--- config.mk ---
export PLATFORM = sky130hd
export DESIGN_NAME = wb_arbiter
export DESIGN_NICKNAME = d
export VERILOG_FILES = /design/src/rtl/wb_arbiter_pkg.sv /design/src/rtl/wb_fifo.sv /design/src/rtl/wb_arbiter.sv
export SDC_FILE = /design/constraint.sdc
export NUM_CORES = 1
export LEC_CHECK = 0
export CORE_MARGIN = 3
export CORE_UTILIZATION = 39
export CTS_BUF_LIST = sky130_fd_sc_hd__clkbuf_8
export DETAILED_ROUTE_END_ITERATION = 8
export PLACE_DENSITY = 0.8
export SETUP_SLACK_MARGIN = 0.1
export SYNTH_ARGS = -nofsm -noshare
export SYNTH_HDL_FRONTEND = slang
export SYNTH_SLANG_ARGS = --single-unit
--- constraint.sdc ---
create_clock -name clk -period 3 [get_ports clk]
set_clock_uncertainty 0.2 [all_clocks]
set_input_delay 0.75 -clock clk [delete_from_list [all_inputs] [get_ports clk]]
set_output_delay 0.75 -clock clk [all_outputs]
set_load 0.05 [all_outputs]
--- src/rtl/wb_arbiter_pkg.sv ---
// Shared register-file types, buffer entry layout and default sizing for the
// writeback arbiter and its long-latency result buffer.
package wb_arbiter_pkg;
  typedef logic [4:0]  RegAddrBus;
  typedef logic [31:0] RegBus;

  localparam RegBus ZeroWord    = 32'h0;
  localparam logic  WriteEnable = 1'b1;

  localparam int WB_DEPTH_DEF        = 2;
  localparam int WB_STARVE_LIMIT_DEF = 4;

  typedef struct packed {
    RegAddrBus addr;
    RegBus     data;
  } wb_entry_t;
endpackage

--- src/rtl/wb_fifo.sv ---
// Long-latency result buffer: in-order storage with per-entry occupancy and
// kill-by-address, plus a youngest-first view of every slot for forwarding.
module wb_fifo
  import wb_arbiter_pkg::*;
#(
  parameter int DEPTH = WB_DEPTH_DEF,
  localparam int PW = $clog2(DEPTH),
  localparam int CW = $clog2(DEPTH + 1)
) (
  input  logic                   clk,
  input  logic                   rst,
  input  logic                   push_i,
  input  wb_entry_t              push_entry_i,
  input  logic                   pop_i,
  input  logic                   kill_i,
  input  RegAddrBus              kill_addr_i,
  output wb_entry_t              head_o,
  output logic                   head_live_o,
  output logic [CW-1:0]          count_o,
  output logic [DEPTH-1:0]       view_live_o,
  output wb_entry_t [DEPTH-1:0]  view_o
);
  wb_entry_t [DEPTH-1:0] mem_q;
  logic [DEPTH-1:0]      occ_q, dead_q;
  logic [PW-1:0]         wr_q, rd_q;
  logic [CW-1:0]         cnt_q;

  function automatic logic [PW-1:0] inc(input logic [PW-1:0] p);
    return (p == PW'(DEPTH - 1)) ? '0 : p + PW'(1);
  endfunction

  always_ff @(posedge clk) begin
    if (push_i) mem_q[wr_q] <= push_entry_i;
  end

  // Kill only touches entries already stored; a same-edge push stays live.
  always_ff @(posedge clk or negedge rst) begin
    if (!rst) begin
      occ_q  <= '0;
      dead_q <= '0;
      wr_q   <= '0;
      rd_q   <= '0;
      cnt_q  <= '0;
    end else begin
      for (int i = 0; i < DEPTH; i++)
        if (kill_i && occ_q[i] && mem_q[i].addr == kill_addr_i) dead_q[i] <= 1'b1;
      if (pop_i) begin
        occ_q[rd_q]  <= 1'b0;
        dead_q[rd_q] <= 1'b0;
        rd_q         <= inc(rd_q);
      end
      if (push_i) begin
        occ_q[wr_q]  <= 1'b1;
        dead_q[wr_q] <= 1'b0;
        wr_q         <= inc(wr_q);
      end
      cnt_q <= cnt_q + CW'(push_i) - CW'(pop_i);
    end
  end

  assign head_o      = mem_q[rd_q];
  assign head_live_o = occ_q[rd_q] & ~dead_q[rd_q];
  assign count_o     = cnt_q;

  // view_o[0] is the most recently pushed slot, walking back toward the head.
  always_comb begin
    int idx;
    idx         = 0;
    view_o      = '0;
    view_live_o = '0;
    for (int k = 0; k < DEPTH; k++) begin
      idx            = (int'(wr_q) + 2 * DEPTH - 1 - k) % DEPTH;
      view_o[k]      = mem_q[PW'(idx)];
      view_live_o[k] = occ_q[PW'(idx)] & ~dead_q[PW'(idx)];
    end
  end
endmodule

--- src/rtl/wb_arbiter.sv ---
// Register-file write-port arbiter: pipe writeback wins, buffered long-latency
// results drain otherwise. Define WB_FWD_EN to enable the forwarding query.
module wb_arbiter
  import wb_arbiter_pkg::*;
#(
  parameter int WB_DEPTH        = WB_DEPTH_DEF,
  parameter int WB_STARVE_LIMIT = WB_STARVE_LIMIT_DEF
) (
  input  logic      clk,
  input  logic      rst,
  input  logic      pipe_we,
  input  RegAddrBus pipe_waddr,
  input  RegBus     pipe_wdata,
  input  logic      lr_valid,
  input  RegAddrBus lr_waddr,
  input  RegBus     lr_wdata,
  output logic      lr_ready,
  output logic      we,
  output RegAddrBus waddr,
  output RegBus     wdata,
  output logic      stall_req,
  input  RegAddrBus qaddr1,
  input  RegAddrBus qaddr2,
  output logic      qhit1,
  output logic      qhit2,
  output RegBus     qdata1,
  output RegBus     qdata2
);
  localparam int CW = $clog2(WB_DEPTH + 1);
  localparam int SW = $clog2(WB_STARVE_LIMIT + 1);

  logic                     pipe_win, push, pop, head_live;
  wb_entry_t                head;
  logic [CW-1:0]            count;
  logic [WB_DEPTH-1:0]      view_live;
  wb_entry_t [WB_DEPTH-1:0] view;
  logic [SW-1:0]            starve_q, starve_d;
  logic                     stall_q;

  assign pipe_win = pipe_we && (pipe_waddr != '0);
  assign pop      = !pipe_win && (count != '0);
  assign lr_ready = rst && (count < CW'(WB_DEPTH));
  assign push     = lr_valid && lr_ready && (lr_waddr != '0);

  wb_fifo #(.DEPTH(WB_DEPTH)) u_fifo (
    .clk         (clk),
    .rst         (rst),
    .push_i      (push),
    .push_entry_i('{addr: lr_waddr, data: lr_wdata}),
    .pop_i       (pop),
    .kill_i      (pipe_win),
    .kill_addr_i (pipe_waddr),
    .head_o      (head),
    .head_live_o (head_live),
    .count_o     (count),
    .view_live_o (view_live),
    .view_o      (view)
  );

  // A killed head is still popped, but leaves the port idle.
  always_comb begin
    we    = 1'b0;
    waddr = '0;
    wdata = ZeroWord;
    if (rst) begin
      if (pipe_win) begin
        we    = WriteEnable;
        waddr = pipe_waddr;
        wdata = pipe_wdata;
      end else if (pop && head_live) begin
        we    = WriteEnable;
        waddr = head.addr;
        wdata = head.data;
      end
    end
  end

  always_comb begin
    starve_d = starve_q;
    if (pop)
      starve_d = '0;
    else if (pipe_win && count != '0 && starve_q != SW'(WB_STARVE_LIMIT))
      starve_d = starve_q + SW'(1);
  end

  always_ff @(posedge clk or negedge rst) begin
    if (!rst) begin
      starve_q <= '0;
      stall_q  <= 1'b0;
    end else begin
      starve_q <= starve_d;
      stall_q  <= (starve_d == SW'(WB_STARVE_LIMIT));
    end
  end

  assign stall_req = stall_q;

`ifdef WB_FWD_EN
  // Scan oldest to youngest so the youngest live match wins.
  always_comb begin
    qhit1  = 1'b0;
    qhit2  = 1'b0;
    qdata1 = ZeroWord;
    qdata2 = ZeroWord;
    for (int k = WB_DEPTH - 1; k >= 0; k--) begin
      if (view_live[k] && qaddr1 != '0 && view[k].addr == qaddr1) begin
        qhit1  = 1'b1;
        qdata1 = view[k].data;
      end
      if (view_live[k] && qaddr2 != '0 && view[k].addr == qaddr2) begin
        qhit2  = 1'b1;
        qdata2 = view[k].data;
      end
    end
  end
`else
  assign qhit1  = 1'b0;
  assign qhit2  = 1'b0;
  assign qdata1 = ZeroWord;
  assign qdata2 = ZeroWord;
  logic fwd_unused;
  assign fwd_unused = ^{view, view_live, qaddr1, qaddr2};
`endif
endmodule

; ---- Yosys cells after proc, flatten, opt, wreduce, memory -nomap -nowiden
; Cells that the tools add are included.
[word_totals]
reg_bits = 86
in_bits = 88
output_inout_bits = 106
elab_cells = 83
[classes]
add_sub_neg = 5
order_cmp = 5
eq_ne = 4
mux = 32
n_bitwise = 8
reduce_logical = 18
[ops]
columns = cell, n
row1 = 37-bit 2-to-1 mux, 3
row2 = 32-bit 2-to-1 mux, 3
row3 = 74-bit bitwise mux, 1
row4 = 37-bit demux with 1-bit select, 1
row5 = 5-bit 2-to-1 mux, 3
row6 = 1-bit logical AND, 14
row7 = 1-bit 2-to-1 mux, 13
row8 = 5-bit equality test, 2
row9 = 5-bit nonzero test, 2
row10 = 2-bit 2-to-1 mux, 4
row11 = 2-bit AND, 3
row12 = 3-bit 2-to-1 mux, 2
row13 = 1-bit by 2-bit less-than comparator with 1-bit output (second input constant), 2
row14 = 2-bit NOT, 2
row15 = 3-bit by 1-bit adder with 3-bit output (second input constant), 1
row16 = 3-bit equality test (second input constant), 1
row17 = 3-bit != test (second input constant), 1
row18 = 1-bit adder (second input constant), 2
row19 = 2-bit by 1-bit adder with 2-bit output, 1
row20 = 1-bit demux with 1-bit select, 2
row21 = 1-bit greater-or-equal comparator (second input constant), 2
row22 = 2-bit less-than comparator (second input constant), 1
row23 = 2-bit OR, 1
row24 = 2-bit nonzero test, 1
row25 = 4 further kinds, 4

; ---- Depth between registers and ports, before layout
; Gate-level depths: netlist (run 1).
[depth]
depth_word = 9
mapped_depth = 9
depth_no_buf = 8

; ---- By module
; Synthesis (run 1) repeated with hierarchy kept, for this count alone.
[hier_totals]
hier_cells = 473
hier_area_um2 = 5231.3
[modules_own_cells]
columns = module, instances, cells_per_inst, area_per_inst_um2, seq_area_each_um2
row1 = wb_fifo, 1, 240, 3704.8, 2422.3
row2 = wb_arbiter, 1, 233, 1526.5, 100.1

; ---- Worst setup path after synthesis (run 1)
; Ideal clock, no wire load.
[synth_timing]
kind = in2reg
startpoint = in rst
endpoint = reg u_fifo.mem_q[0] (netlist name), enable pin
setup_ns = 0.439
arrival_time_ns = 3.879
required_time_ns = 2.361
path_slack_ns = -1.518
cell_stages = 4
n_path_buf = 1
path_cell_list = clkbuf_1 > nor2b_1 > o211a_1 > nor2b_1
[synth_via]
elab_chain_len = 3
[synth_rtl]
columns = element, line
row1 = from (decl), wb_arbiter.sv:10  ; input logic rst,
row2 = 1-bit logical AND, wb_arbiter.sv:42  ; assign lr_ready = rst && (count < CW'(WB_DEPTH));
row3 = via lr_ready, wb_arbiter.sv:17  ; output logic lr_ready,
row4 = 1-bit logical AND (2 in series), wb_arbiter.sv:43  ; assign push = lr_valid && lr_ready && (lr_waddr != '0);
row5 = via push, wb_arbiter.sv:32  ; logic pipe_win, push, pop, head_live;
row6 = "to (signal, indexed assignment)", wb_fifo.sv:33  ; if (push_i) mem_q[wr_q] <= push_entry_i;
row7 = to (decl), wb_fifo.sv:23  ; wb_entry_t [DEPTH-1:0] mem_q;
; The timed path passes the listed nets, and every way through them passes these cells.
; A chain may end at the register's enable or synchronous reset.

; ---- Worst setup path in the final report (run 1)
[layout_timing]
startpoint = in pipe_waddr[1]
endpoint = out wdata[21]
[layout_via]
elab_chain_len = 8
[layout_rtl]
columns = element, line
row1 = from (decl), wb_arbiter.sv:12  ; input RegAddrBus pipe_waddr,
row2 = 5-bit nonzero test (*), wb_arbiter.sv:40  ; assign pipe_win = pipe_we && (pipe_waddr != '0);
row3 = 1-bit logical AND (*), wb_arbiter.sv:40
row4 = 1-bit logical NOT, wb_arbiter.sv:41  ; assign pop = !pipe_win && (count != '0);
row5 = 1-bit logical AND, wb_arbiter.sv:41
row6 = 1-bit logical AND, wb_arbiter.sv:70  ; end else if (pop && head_live) begin
row7 = 32-bit 2-to-1 mux, wb_arbiter.sv:70
row8 = 32-bit 2-to-1 mux (*), wb_arbiter.sv:66  ; if (pipe_win) begin
row9 = 32-bit 2-to-1 mux (*), wb_arbiter.sv:65  ; if (rst) begin
row10 = to (decl), wb_arbiter.sv:20  ; output RegBus wdata,
; Mark *: on every way between the ends. The rest lies on a longest branch, timed or not.

==> results.toml, run 1 <==
[clock_network]
cts_tree = "yes"
clock-sinks = 86
clk-insertion-delay-late_ns = 0.35
cts_buffer_depth = 2
cts_buffers = 9
ctsHtreeMaxLevel = 3
root_buffer = "clkbuf_8"
clk_pin_slew_ns = 0.08

[routing]
routedWlPerCell_um = 17.87
drc = 0
drt_iter0_drc = 104
dr.pass1.iters = 4
via_per_inst = 4.872
via_count = 2899
antenna_left = 0
routed_wl_um = 10630

[floorplan]
core-area_um2 = 10510
start_util_pct = 40.75
die_area_um2 = 12280
die_h_um = 110.8
placementRows = 37
io_pins = 194
die_w_um = 110.8

[global_route]
grt_pass1_vias = 3008
antenna_found_initial = 0
grt_first_pass_wirelength_um = 16220
grt_max_degree = 42
overflow = 0
grt_util_all_layers_pct = 17.08

[power]
p_per_area_nw_per_um2 = 617.0
ir_drop_mv = 0.4036
p_leak_nw = 2.661

[final_layout]
final_area_um2 = 6960
drive_above_1_share_pct = 29.63
multi_input_comb_area_um2 = 2081
area_growth_pct = 62.52
nets = 546
fill_cells = 674
diodes = 0
fin_cells = 595
layout.area.seq_um2 = 2524

[outcome]
violations = "setup timing"
status = "finished with violations"

[synthesis]
syn_inst = 310
synth_cell_types = 40
synth_common_cells = "edfxtp_1, buf_4, mux2i_1"
syn_area_um2 = 4283
synthArstFlopShare_pct = 13.95
synth_top_area_share_pct = 51.88
ys_seq_elements = 86
synthTopCellsByArea = "edfxtp_1, buf_4, mux2i_1, dfrtp_1, o2bb2ai_1"
synth_area_per_cell_um2 = 13.82
synth-main-ff-cell = "edfxtp_1"
synth-seq-area-share_pct = 58.90
synth_most_common_cell = "edfxtp_1"
ys_warn_count = 0
synth_top_area_cell = "edfxtp_1"
synth_edf_count = 74

[critical_path]
crit_family = "simple AND/OR/NAND/NOR gates"
critPathMaxStageDelay_ns = 0.52
cp_data_required_time_ns = 2.05
cp_max_fo = 8
critPathBufInv = 4
crit_arrival_ns = 2.41
end_kind = "primary output"
cp-start-kind = "input port"
crit_start = "pipe_waddr[1]"
crit_slowest_cell = "or4_4"
crit_type = "in2out"
crit_path_frequent_cell = "buf_12"
r2r-start = "u_fifo.count_o[1]"
path_cells = "buf_6 -> or4_4 -> o21a_1 -> nand4b_4 -> buf_12 -> buf_12 -> o2bb2ai_4 -> buf_12"

[timing]
fin_crit_ns = 3.355
holdWs_ns = 0.3161
setup_violations = 38
hold_viol_final = 0
worst_slack_ns = -0.3550
period_share_pct = 111.8
rsz0062_at_grt = "yes"
fmax_mhz = 298.1
tns_ns = -12.55
tightestPinTransition_ns = 0.6956
relSlewSlack_pct = 53.63
drv_slew = 0

[placed_design]
port_buffers = 117
dpl.cell_count = 571
place_area_um2 = 6568
dp_hpwl_um = 7635
place.gp.congestion = 0.7991

[flow_run]
cap_violations = 0

[hold_path]
worstHoldStart = "u_fifo.occ_q[0]"
hold_class = "reg2reg"
==> state kept, by name, indices dropped and copies added (netlist names) <==
| name | flops |
|---|---|
| stall_req | 1 |
| starve_q | 3 |
| u_fifo.count_o | 2 |
| u_fifo.dead_q | 2 |
| u_fifo.mem_q | 74 |
| u_fifo.occ_q | 2 |
| u_fifo.rd_q | 1 |
| u_fifo.wr_q | 1 |
==> what timing repair did <==
item / 4_1_cts / 5_1_grt
resized for setup: 22 / 7
pin swaps: 4 / 12
gates cloned: 2 / 3
hold buffers: 0 / 0
setup endpoints to repair: 39 / 38
buffers inserted: 3 / 2
==> through the flow <==
stage | total power [mW] | utilization (%) | worst slack [ns]
after global placement | 3.456 | 62.50 | -0.6694
after global routing | 4.486 | 66.23 | -0.3987
final | 4.294 | 66.23 | -0.3550
after CTS | 4.303 | 65.48 | -0.4965
after floorplan | 2.893 | - | -0.2763
after detailed placement | 3.513 | 62.50 | -0.6747
==> final cells by class <==
cell class	count	share of cell area, %
inverters	6	0.3236
multi-input cells	202	29.89
repair buffers	149	28.62
well taps	136	2.445
flip-flops and latches	86	36.26
clock buffers	9	1.780
clock inverters	7	0.6831
==> cells by family (layout without fill, tap and decap cells) <==
kind of cell               Yosys count  count (layout)  share of synthesized area [%]
buffers and inverters               87             171                          14.23
adders and majority gates            4               4                          1.169
muxes                               37              37                          8.647
DFF                                 86              86                          58.90
xor gates and xnor gates            13              13                          2.659
and+or+nand+nor                     28              28                          4.324
other                                1              66                        0.08756
AOI/OAI and AO/OA                   54              54                          9.991
==> power breakdown <==
group	internal, mW	switching (mW)	total [mW]
Combinational	0.835	1.17	2.00
Sequential	1.47	0.0959	1.57
Clock	0.302	0.424	0.727
==> cells in the final DEF (no fill, tap or decap), types with 2 or more instances in the layout <==
cell / n
clkbuf_16: 3
a21oi_1: 3
inv_6: 2
a41oi_1: 2
ha_1: 4
buf_12: 50
nor2_1: 2
buf_4: 16
mux2i_1: 37
o21ai_4: 4
nand3_1: 5
xor2_1: 9
buf_6: 4
nor2b_4: 2
clkinv_2: 2
dfrtp_1: 11
nor4_1: 3
nor3_1: 2
o21ai_0: 3
clkdlybuf4s50_1: 74
o2bb2ai_4: 33
edfxtp_1: 74
conb_1: 66
inv_1: 6
clkbuf_8: 9
xnor2_1: 4
a31oi_1: 2
nand2_1: 3
==> metal layers <==
metal  global-route usage, %  wire, um  up-vias
li1                        -         -     1320
met5                       0         0        -
met2                   28.52      5371      172
met3                   6.059       967       22
met4                   7.307       263        0
met1                   19.85      4030     1385
==> final timing paths <==
path | end | slack (ns) | depth (start not counted)
setup / recovery | wdata[21] | -0.36 | 8
hold / removal | u_fifo.occ_q[0] | 0.32 | 1
setup reg to reg | u_fifo.count_o[1] | 1.09 | 7
hold reg to reg | u_fifo.occ_q[0] | 0.32 | 1
max in group asynchronous | u_fifo.rd_q | 1.74 | 2
min in group asynchronous | u_fifo.wr_q | 0.65 | 2
No activity file was read; power rests on OpenSTA's default activity.
==> inputs of run 2 (changes only) <==
--- a/config.mk
+++ b/config.mk
@@ -5,10 +5,12 @@
 export SDC_FILE = /design/constraint.sdc
 export NUM_CORES = 1
 export LEC_CHECK = 0
+export CORE_ASPECT_RATIO = 1.4
 export CORE_MARGIN = 3
 export CORE_UTILIZATION = 39
 export CTS_BUF_LIST = sky130_fd_sc_hd__clkbuf_8
 export DETAILED_ROUTE_END_ITERATION = 8
+export HOLD_SLACK_MARGIN = 0.1
 export PLACE_DENSITY = 0.8
 export SETUP_SLACK_MARGIN = 0.1
 export SYNTH_ARGS = -nofsm -noshare
==> constraint.sdc (replaced) <==
create_clock -name clk -period 2.8 [get_ports clk]
set_clock_uncertainty 0.2 [all_clocks]
set_input_delay 0.7 -clock clk [delete_from_list [all_inputs] [get_ports clk]]
set_output_delay 0.7 -clock clk [all_outputs]
set_load 0.05 [all_outputs]
==> run 2 against run 1 <==
Compared with the run above:
- count of clock-buffer cells in the layout unchanged
- register-to-register slack worse by 0.18 ns
- worst setup slack got worse by 0.25 ns
- sequential share of layout area is 1.1 points lower
- first-iteration DRC count increased by 58%
- sequential power is 6% higher
- global-route usage grew 2.1 points
- hold slack got worse by 0.0013 ns
- critical path type unchanged
- the run still ends with setup timing left
- die area rose by 0.14%
- clock power is 16% higher
==> results.toml, run 2 (synthesis results as in run 1) <==
[clock_network]
cts_tree = "yes"
clk-insertion-delay-late_ns = 0.35
cts_buffers = 9
cts_buffer_depth = 2
clk_pin_slew_ns = 0.08
root_buffer = "clkbuf_8"
ctsHtreeMaxLevel = 3
clock-sinks = 86

[timing]
fmax_mhz = 293.8
holdWs_ns = 0.3147
tns_ns = -21.33
rsz0062_at_grt = "yes"
setup_violations = 38
fin_crit_ns = 3.404
period_share_pct = 121.6
tightestPinTransition_ns = 0.5107
worst_slack_ns = -0.6037
drv_slew = 0
relSlewSlack_pct = 65.95
hold_viol_final = 0

[placed_design]
dp_hpwl_um = 7484
pre_cts_slack_ns = -0.8910
port_buffers = 117
place_area_um2 = 6588
place.gp.congestion = 0.7990

[final_layout]
multi_input_comb_area_um2 = 2091
regMostFlops = "u_fifo.mem_q"
layout.area.seq_um2 = 2524
diodes = 0
reg_top3 = "u_fifo.mem_q: 74 flops, starve_q: 3 flops"
layout_common_cells = "edfxtp_1, clkdlybuf4s50_1, conb_1, buf_12, mux2i_1"
area_growth_pct = 67.48
fill_cells = 680
layout_commonest_cell = "edfxtp_1"
utilization_pct = 67.86
nets = 560
final_area_um2 = 7173
largest_register_ffs = 74
drive_above_1_share_pct = 31.78

[routing]
via_count = 2990
drt_iter0_drc = 164
antenna_left = 0
routed_wl_um = 11530
dr.pass1.iters = 4
via_per_inst = 4.902
drc = 0
routedWlPerCell_um = 18.90

[global_route]
antenna_found_initial = 0
grt_max_degree = 31
overflow = 0
grt_util_all_layers_pct = 19.13
grt_first_pass_wirelength_um = 17030
grt_pass1_vias = 3083

[floorplan]
io_pins = 194
core-area_um2 = 10570
start_util_pct = 40.52
placementRows = 44
die_area_um2 = 12290
die_h_um = 130.0
die_w_um = 94.57

[power]
p_leak_nw = 2.776
ir_drop_mv = 0.3938
p_per_area_nw_per_um2 = 665.7

[critical_path]
end_kind = "primary output"
cp_data_required_time_ns = 1.90
crit_type = "in2out"
crit_start = "pipe_waddr[3]"
path_cells = "buf_6 -> or4_4 -> o21a_4 -> nand4b_4 -> buf_12 -> buf_12 -> buf_16 -> o2bb2ai_4 -> buf_12"
critPathMaxStageDelay_ns = 0.52
crit_slowest_cell = "or4_4"
rr_worst_depth = 8
endpoint = "waddr[4]"
cp_max_fo = 5
crit_arrival_ns = 2.50
cp-start-kind = "input port"
r2r-start = "u_fifo.count_o[1]"
crit_path_frequent_cell = "buf_12"
r2r_slack_ns = 0.91
r2r-end = "u_fifo.count_o[1]"

[outcome]
violations = "setup timing"
status = "finished with violations"

[flow_run]
cap_violations = 0

[hold_path]
hold_class = "reg2reg"
## run 2: worst min-delay path by stage
stage	slack (ns)	end	startpoint	cells after the start
finish	0.31	u_fifo.occ_q[0]	u_fifo.occ_q[0]	1
global route	0.36	u_fifo.occ_q[0]	u_fifo.occ_q[0]	1
CTS	0.32	u_fifo.occ_q[0]	u_fifo.occ_q[0]	1
detailed placement	0.30	u_fifo.occ_q[0]	u_fifo.occ_q[0]	1
global placement	0.29	u_fifo.occ_q[0]	u_fifo.occ_q[0]	1
floorplan	0.20	stall_req	rst	0
## run 2: power by group
| part | leakage [nW] | internal, mW | switching [mW] |
|---|---|---|---|
| clock | 0.0908 | 0.406 | 0.439 |
| sequential | 0.824 | 1.58 | 0.0953 |
| combinational | 1.86 | 0.963 | 1.30 |
## run 2: area by class of cell
cell class	count	area share, %
tap	138	2.407
clock buffer	9	1.727
inverter	6	0.3140
timing repair buffer	163	30.35
multi-input combinational	202	29.15
sequential	86	35.18
clock inverter	6	0.8721
## run 2: metrics by stage
stage	std cells	total power, mW
floorplan	375	3.102
global placement	580	3.693
detailed placement	580	3.766
CTS	610	4.791
global route	610	4.964
finish	610	4.776
## run 2: what timing repair did
| item | CTS | global route |
|---|---|---|
| endpoints found under the hold margin | 0 | 0 |
| setup buffers | 8 | 2 |
| gates resized for setup | 38 | 8 |
| setup endpoints to repair | 41 | 38 |
| hold buffers | 0 | 0 |
| pin swaps | 17 | 9 |
| cloned | 9 | 0 |
## run 2: routing by layer
metal  wire [um]  track usage, %  vias to the layer above
met5           0               0                        -
li1            -               -                     1341
met1        3905           20.20                     1463
met4         189           7.986                        0
met2        6658           35.91                      170
met3         776           4.556                       16
## run 2: critical path, delay by kind of cell
family | cells | cell delay [ns]
AO/OA/AOI/OAI | 2 | 0.36
buffers and inverters | 5 | 0.70
AND/OR/NAND/NOR | 2 | 0.73
